--- src/rtl/sprite_rom_arbiter.sv ---
// ---------------------------------------------------------------------------
// sprite_rom_arbiter
//
// Shares one sprite ROM read port between four requesters. Each cycle at
// most one requester is granted (round-robin, starting after the last
// winner). The granted address is registered onto rom_addr, and a 2-bit
// requester tag follows the grant down a ROM_LATENCY-deep valid/tag
// pipeline. When the tag reaches the end, rom_data is registered into
// rd_data and the matching rd_valid bit is raised for one cycle.
//
// Parameters
//   ADDR_W       sprite ROM address width
//   DATA_W       ROM pixel width ({R[2:0],G[2:0],B[1:0]} at 8 bits)
//   ROM_LATENCY  cycles from rom_addr to valid rom_data (1 or 2)
//
// Ports
//   clk                  sole clock, rising edge
//   rst                  synchronous active-high reset
//   en                   allows new grants when high
//   req[3:0]             per-requester read request
//   addr0..addr3         per-requester read address
//   gnt[3:0]             one-hot/zero, one cycle per grant
//   rom_addr             registered address to the ROM
//   rom_data             ROM read data, ROM_LATENCY cycles after rom_addr
//   rd_data              registered read data back to the requesters
//   rd_valid[3:0]        one-hot/zero owner of rd_data this cycle
// ---------------------------------------------------------------------------
module sprite_rom_arbiter #(
  parameter int ADDR_W      = 15,
  parameter int DATA_W      = 8,
  parameter int ROM_LATENCY = 1
) (
  input  logic              clk,
  input  logic              rst,
  input  logic              en,
  input  logic [3:0]        req,
  input  logic [ADDR_W-1:0] addr0,
  input  logic [ADDR_W-1:0] addr1,
  input  logic [ADDR_W-1:0] addr2,
  input  logic [ADDR_W-1:0] addr3,
  output logic [3:0]        gnt,
  output logic [ADDR_W-1:0] rom_addr,
  input  logic [DATA_W-1:0] rom_data,
  output logic [DATA_W-1:0] rd_data,
  output logic [3:0]        rd_valid
);

  // Round-robin search starting at last+1. Iterating from the farthest
  // candidate down to the nearest lets the nearest requesting index win.
  // Result is {found, index}.
  function automatic logic [2:0] rr_pick(input logic [3:0] r,
                                         input logic [1:0] last);
    logic [2:0] pick;
    logic [1:0] idx;
    pick = 3'b000;
    for (int k = 4; k >= 1; k--) begin
      idx = last + 2'(k);
      if (r[idx]) pick = {1'b1, idx};
    end
    return pick;
  endfunction

  function automatic logic [3:0] onehot(input logic [1:0] tag);
    return 4'b0001 << tag;
  endfunction

  logic [1:0]        last_granted;
  logic [2:0]        pick_c;
  logic [ADDR_W-1:0] sel_addr;

  logic              vld_p0;
  logic [1:0]        tag_p0;
  logic              vld_p1;
  logic [1:0]        tag_p1;

  logic              ret_vld;
  logic [1:0]        ret_tag;

  always_comb begin
    pick_c = rr_pick(req, last_granted);
  end

  always_comb begin
    sel_addr = addr0;
    case (pick_c[1:0])
      2'd0:    sel_addr = addr0;
      2'd1:    sel_addr = addr1;
      2'd2:    sel_addr = addr2;
      default: sel_addr = addr3;
    endcase
  end

  // ---- stage p0: grant selection -> gnt / rom_addr (gnt cycle) ----------
  // rom_addr and last_granted only move on a real grant, so an idle or
  // disabled edge leaves both untouched.
  always_ff @(posedge clk) begin
    if (rst) begin
      vld_p0       <= 1'b0;
      tag_p0       <= 2'd0;
      rom_addr     <= '0;
      last_granted <= 2'd3;
    end else if (en && pick_c[2]) begin
      vld_p0       <= 1'b1;
      tag_p0       <= pick_c[1:0];
      rom_addr     <= sel_addr;
      last_granted <= pick_c[1:0];
    end else begin
      vld_p0       <= 1'b0;
    end
  end

  assign gnt = vld_p0 ? onehot(tag_p0) : 4'b0000;

  // ---- stage p1: first ROM latency cycle ---------------------------------
  always_ff @(posedge clk) begin
    if (rst) begin
      vld_p1 <= 1'b0;
      tag_p1 <= 2'd0;
    end else begin
      vld_p1 <= vld_p0;
      tag_p1 <= tag_p0;
    end
  end

  // ---- stage p2: second ROM latency cycle (ROM_LATENCY == 2 only) --------
  // Any value other than 2 is built as a single-cycle ROM.
  generate
    if (ROM_LATENCY == 2) begin : g_lat2
      logic       vld_p2;
      logic [1:0] tag_p2;

      always_ff @(posedge clk) begin
        if (rst) begin
          vld_p2 <= 1'b0;
          tag_p2 <= 2'd0;
        end else begin
          vld_p2 <= vld_p1;
          tag_p2 <= tag_p1;
        end
      end

      assign ret_vld = vld_p2;
      assign ret_tag = tag_p2;
    end else begin : g_lat1
      assign ret_vld = vld_p1;
      assign ret_tag = tag_p1;
    end
  endgenerate

  // ---- return stage: capture rom_data for the tagged requester -----------
  // rd_data holds between returns; rd_valid is a single-cycle strobe.
  always_ff @(posedge clk) begin
    if (rst) begin
      rd_data  <= '0;
      rd_valid <= 4'b0000;
    end else if (ret_vld) begin
      rd_data  <= rom_data;
      rd_valid <= onehot(ret_tag);
    end else begin
      rd_valid <= 4'b0000;
    end
  end

endmodule

--- config.mk ---
export PLATFORM = sky130hd
export DESIGN_NAME = sprite_rom_arbiter
export DESIGN_NICKNAME = d
export VERILOG_FILES = /design/src/rtl/sprite_rom_arbiter.sv
export SDC_FILE = /design/constraint.sdc
export NUM_CORES = 1
export LEC_CHECK = 0
export CAP_MARGIN = 20
export CORE_MARGIN = 5
export CORE_UTILIZATION = 35
export CTS_BUF_LIST = sky130_fd_sc_hd__clkbuf_8
export DETAILED_ROUTE_END_ITERATION = 7
export GPL_TIMING_DRIVEN = 1
export MAX_ROUTING_LAYER = met4
export PLACE_DENSITY = 0.82
export SLEW_MARGIN = 20
export SYNTH_ARGS = -nofsm -noshare
export SYNTH_HDL_FRONTEND = slang
export SYNTH_SLANG_ARGS = --single-unit
--- constraint.sdc ---
create_clock -name clk -period 2 [get_ports clk]
set_input_delay 0.2 -clock clk [delete_from_list [all_inputs] [get_ports clk]]
set_output_delay 0.2 -clock clk [all_outputs]
set_load 0.005 [all_outputs]
==> qor.txt <==
Status = complete, no violations
Initial core utilization = 35.8%
Row count = 25
H-Tree Depth = 2
Post-DP HPWL = 3.68 mm
Register area = 701 µm²
Wire per inst = 14.5 µm
Initial antenna violation count = 0
Clock network power share = 32.7%
Fin. max-slew vios = 0
Sw frac = 24.9%
Clk buf depth = 2
Share of layout cells above drive strength 1 = 11.6%
Internal power = 1.45 mW
Warnings from Yosys = 0
# Post-CTS Setup Buffers = 0
Max Freq = 0.558 GHz
Top-count cell post-synth = mux2i_1
Syn_nets = 238
GRT Total Usage = 15.9%
R2r setup slk = 0.29 ns
Syn avg cell area = 10.3 µm²
Worst-skew pair later-pin latency = 0.28 ns
Clock slew seen by the registers of the worst setup and hold paths = 0.07 ns
Setup CP Type = input pin to flip-flop
Worst ir drop on vdd = 0.000498 V
CP arrival = 1.95 ns
Sw Pwr = 480 µW
Measured slew at the worst slew-check pin = 0.476 ns
Vias in the first global route = 1573
Setup Viol. Count Final = 0
Synthesized cell area = 1680 µm²
Clk_skew = 0.00437 ns
CP max-delay cell = clkdlybuf4s50_1
TritonCTS Buffers = 5
Multi-input logic area = 920 µm²
Area share of the largest cell type after synthesis = 41.8%
CP delay by family, top = buffers and inverters
Cell Pwr Density = 652 nW/µm²
Final Hold Fails = 0
Post-CTS Resized = 0
GR Util met3 = 4.65%
Largest net degree at the start of global routing = 25
Num Clock Sinks = 35
Syn Inst Count = 163
CTS tree = done
Synth Flop Type = dfxtp_1
Fillers = 406
Die area = 6280 µm²
Placer Congestion = 0.746
First-pass GRT wire length = 7.69 mm
Critical path's largest stage delay = 0.52 ns
P&R area growth vs syn = 76.4%
Leakage = 1.18 nW
CTS Hold Bufs = 0
DR vias = 1590
Number of buffers and inverters on the critical path = 2
Crit share post-route = 89.6%
Comb power frac = 26.8%
Final wirelength = 4.78 mm
Flops & latches, synth = 35
Crit-path max FO = 24
Synth cell count leaders = 38 x mux2i_1, 35 x dfxtp_1, 22 x nand2_1, 16 x nor2_1, 11 x o221ai_2
Via/cell ratio = 4.82
PortBufs = 105
Req. time, crit path = 2.16 ns
Min Hold Slack = 0.456 ns
Grt total ovfl = 0
RSZ-0062 raised after global routing = false
Leading area contributor after synthesis = dfxtp_1
Seq/Total Area, Yosys = 41.8%
Period minus WS final = 1.79 ns
Core area = 4690 µm²
Worst setup EP type = flip-flop
Antenna diodes = 0
DRC viols = 0
Post-synth EDFFs = 0
Final net count = 350
Chip width = 79.2 µm
CP startpoint kind = input pin
Root Buffer Master = clkbuf_8
Synth area leaders = dfxtp_1 42%, mux2i_1 23%, o221ai_2 9.8%, nand2_1 4.9%, nor2_1 3.6%
Number of I/O pins = 106
ANT nets after route = 0
FFs w/ async S/R, synth = 0%
Cell chain of the critical path = clkdlybuf4s50_1 > nand2b_1 > a21oi_1 > a211oi_4 > buf_12 > mux2i_1 > o221ai_2
DR iter-0 viols = 68
M2 GR Usage = 26.0%
GRT Max-Usage Layer = met2
Max-Cap Viols = 0
Sum of negative setup slack = 0 ns
Max_slew headroom = 68.3%
GR Layer Usage met1 = 18.6%
Hold Crit Class = flip-flop to flip-flop
Die height = 79.2 µm
Flop pwr share = 40.5%
DR pass1 iterations = 5
Post-synthesis cell type count = 28
## state kept, by name, summed over array words and instances (netlist names)
name,flops
rom_addr,15
rd_data,8
rd_valid,4
last_granted,2
ret_tag,2
tag_p0,2
ret_vld,1
vld_p0,1
## final cells by class
type / instances / area share [%]
repair buffers: 114 / 39.1
clock inverters: 3 / 1.48
multi-input cells: 118 / 31.1
well taps: 54 / 2.28
inverters: 1 / 0.127
clock buffers: 5 / 2.32
flip-flops and latches: 35 / 23.7
## worst register-to-register path: stages (launching register included)
cell and delay, ns:
dfxtp_1 0.36, nand2b_1 0.14, o21ai_1 0.11, a211oi_4 0.33
buf_12 0.24, mux2i_1 0.30, o221ai_2 0.11
## cell families (layout without fill, tap and decap cells)
group / count (synthesis) / after routing / synth area share (%)
DFF: 35 / 35 / 41.8
and+or+nand+nor: 55 / 55 / 15.1
AOI/OAI and AO/OA: 25 / 25 / 16.6
buffers and inverters: 10 / 123 / 3.88
muxes: 38 / 38 / 22.7
## metal layers
metal	share of wire [%]	vias up	routed length (µm)
li1	-	815	-
met1	43	702	2030
met2	48	65	2310
met3	7.4	8	355
met4	1.8	0	84
met5	0	-	0
## cells in the final DEF, fill, tap and decap left out
cell type,instances
nor2b_1,4
o221ai_2,11
o221a_2,1
nand2b_2,1
o21bai_1,1
a211oi_4,1
nand2_1,22
o211ai_1,1
nor2_1,16
buf_4,6
and2_1,1
nor3b_1,2
a21oi_1,3
mux2i_1,38
clkdlybuf4s50_1,105
nor3_1,2
bufinv_16,1
dfxtp_1,35
nand3b_1,1
and3_1,2
o21ai_1,1
clkinv_4,1
clkinv_2,1
clkbuf_8,5
o221ai_1,4
buf_12,3
inv_1,1
o41ai_1,1
nand2b_1,3
nor2_2,1
o41a_1,1
## power by group through the flow
stage	combinational, mW	clock [mW]	sequential (mW)
final	0.517	0.632	0.782
after global placement	0.512	0	0.796
after CTS	0.523	0.645	0.783
after global routing	0.556	0.682	0.790
after detailed placement	0.519	0	0.798
after floorplan	0.229	0	0.795
## path summary, 6_finish.rpt
check	cells after the start	from	end
max reg2reg	6	last_granted[0]	rom_addr[10]
max	7	req[1]	rom_addr[10]
min reg2reg	2	ret_tag[1]	rd_valid[2]
min	2	ret_tag[1]	rd_valid[2]
## stage by stage
| step | instance area, µm² | instances | total power, mW | worst slack, ns | util, % |
|---|---|---|---|---|---|
| after CTS | 2960 | 330 | 1.95 | 0.247 | 63.1 |
| final | 2960 | 330 | 1.93 | 0.209 | 63.1 |
| after detailed placement | 2850 | 322 | 1.32 | -0.0292 | 60.7 |
| after global routing | 2960 | 330 | 2.03 | 0.170 | 63.1 |
| after floorplan | 1680 | 163 | 1.02 | 0.445 | - |
| after global placement | 2850 | 322 | 1.31 | 0.0657 | 60.7 |
(Power assumes the default switching activity.)
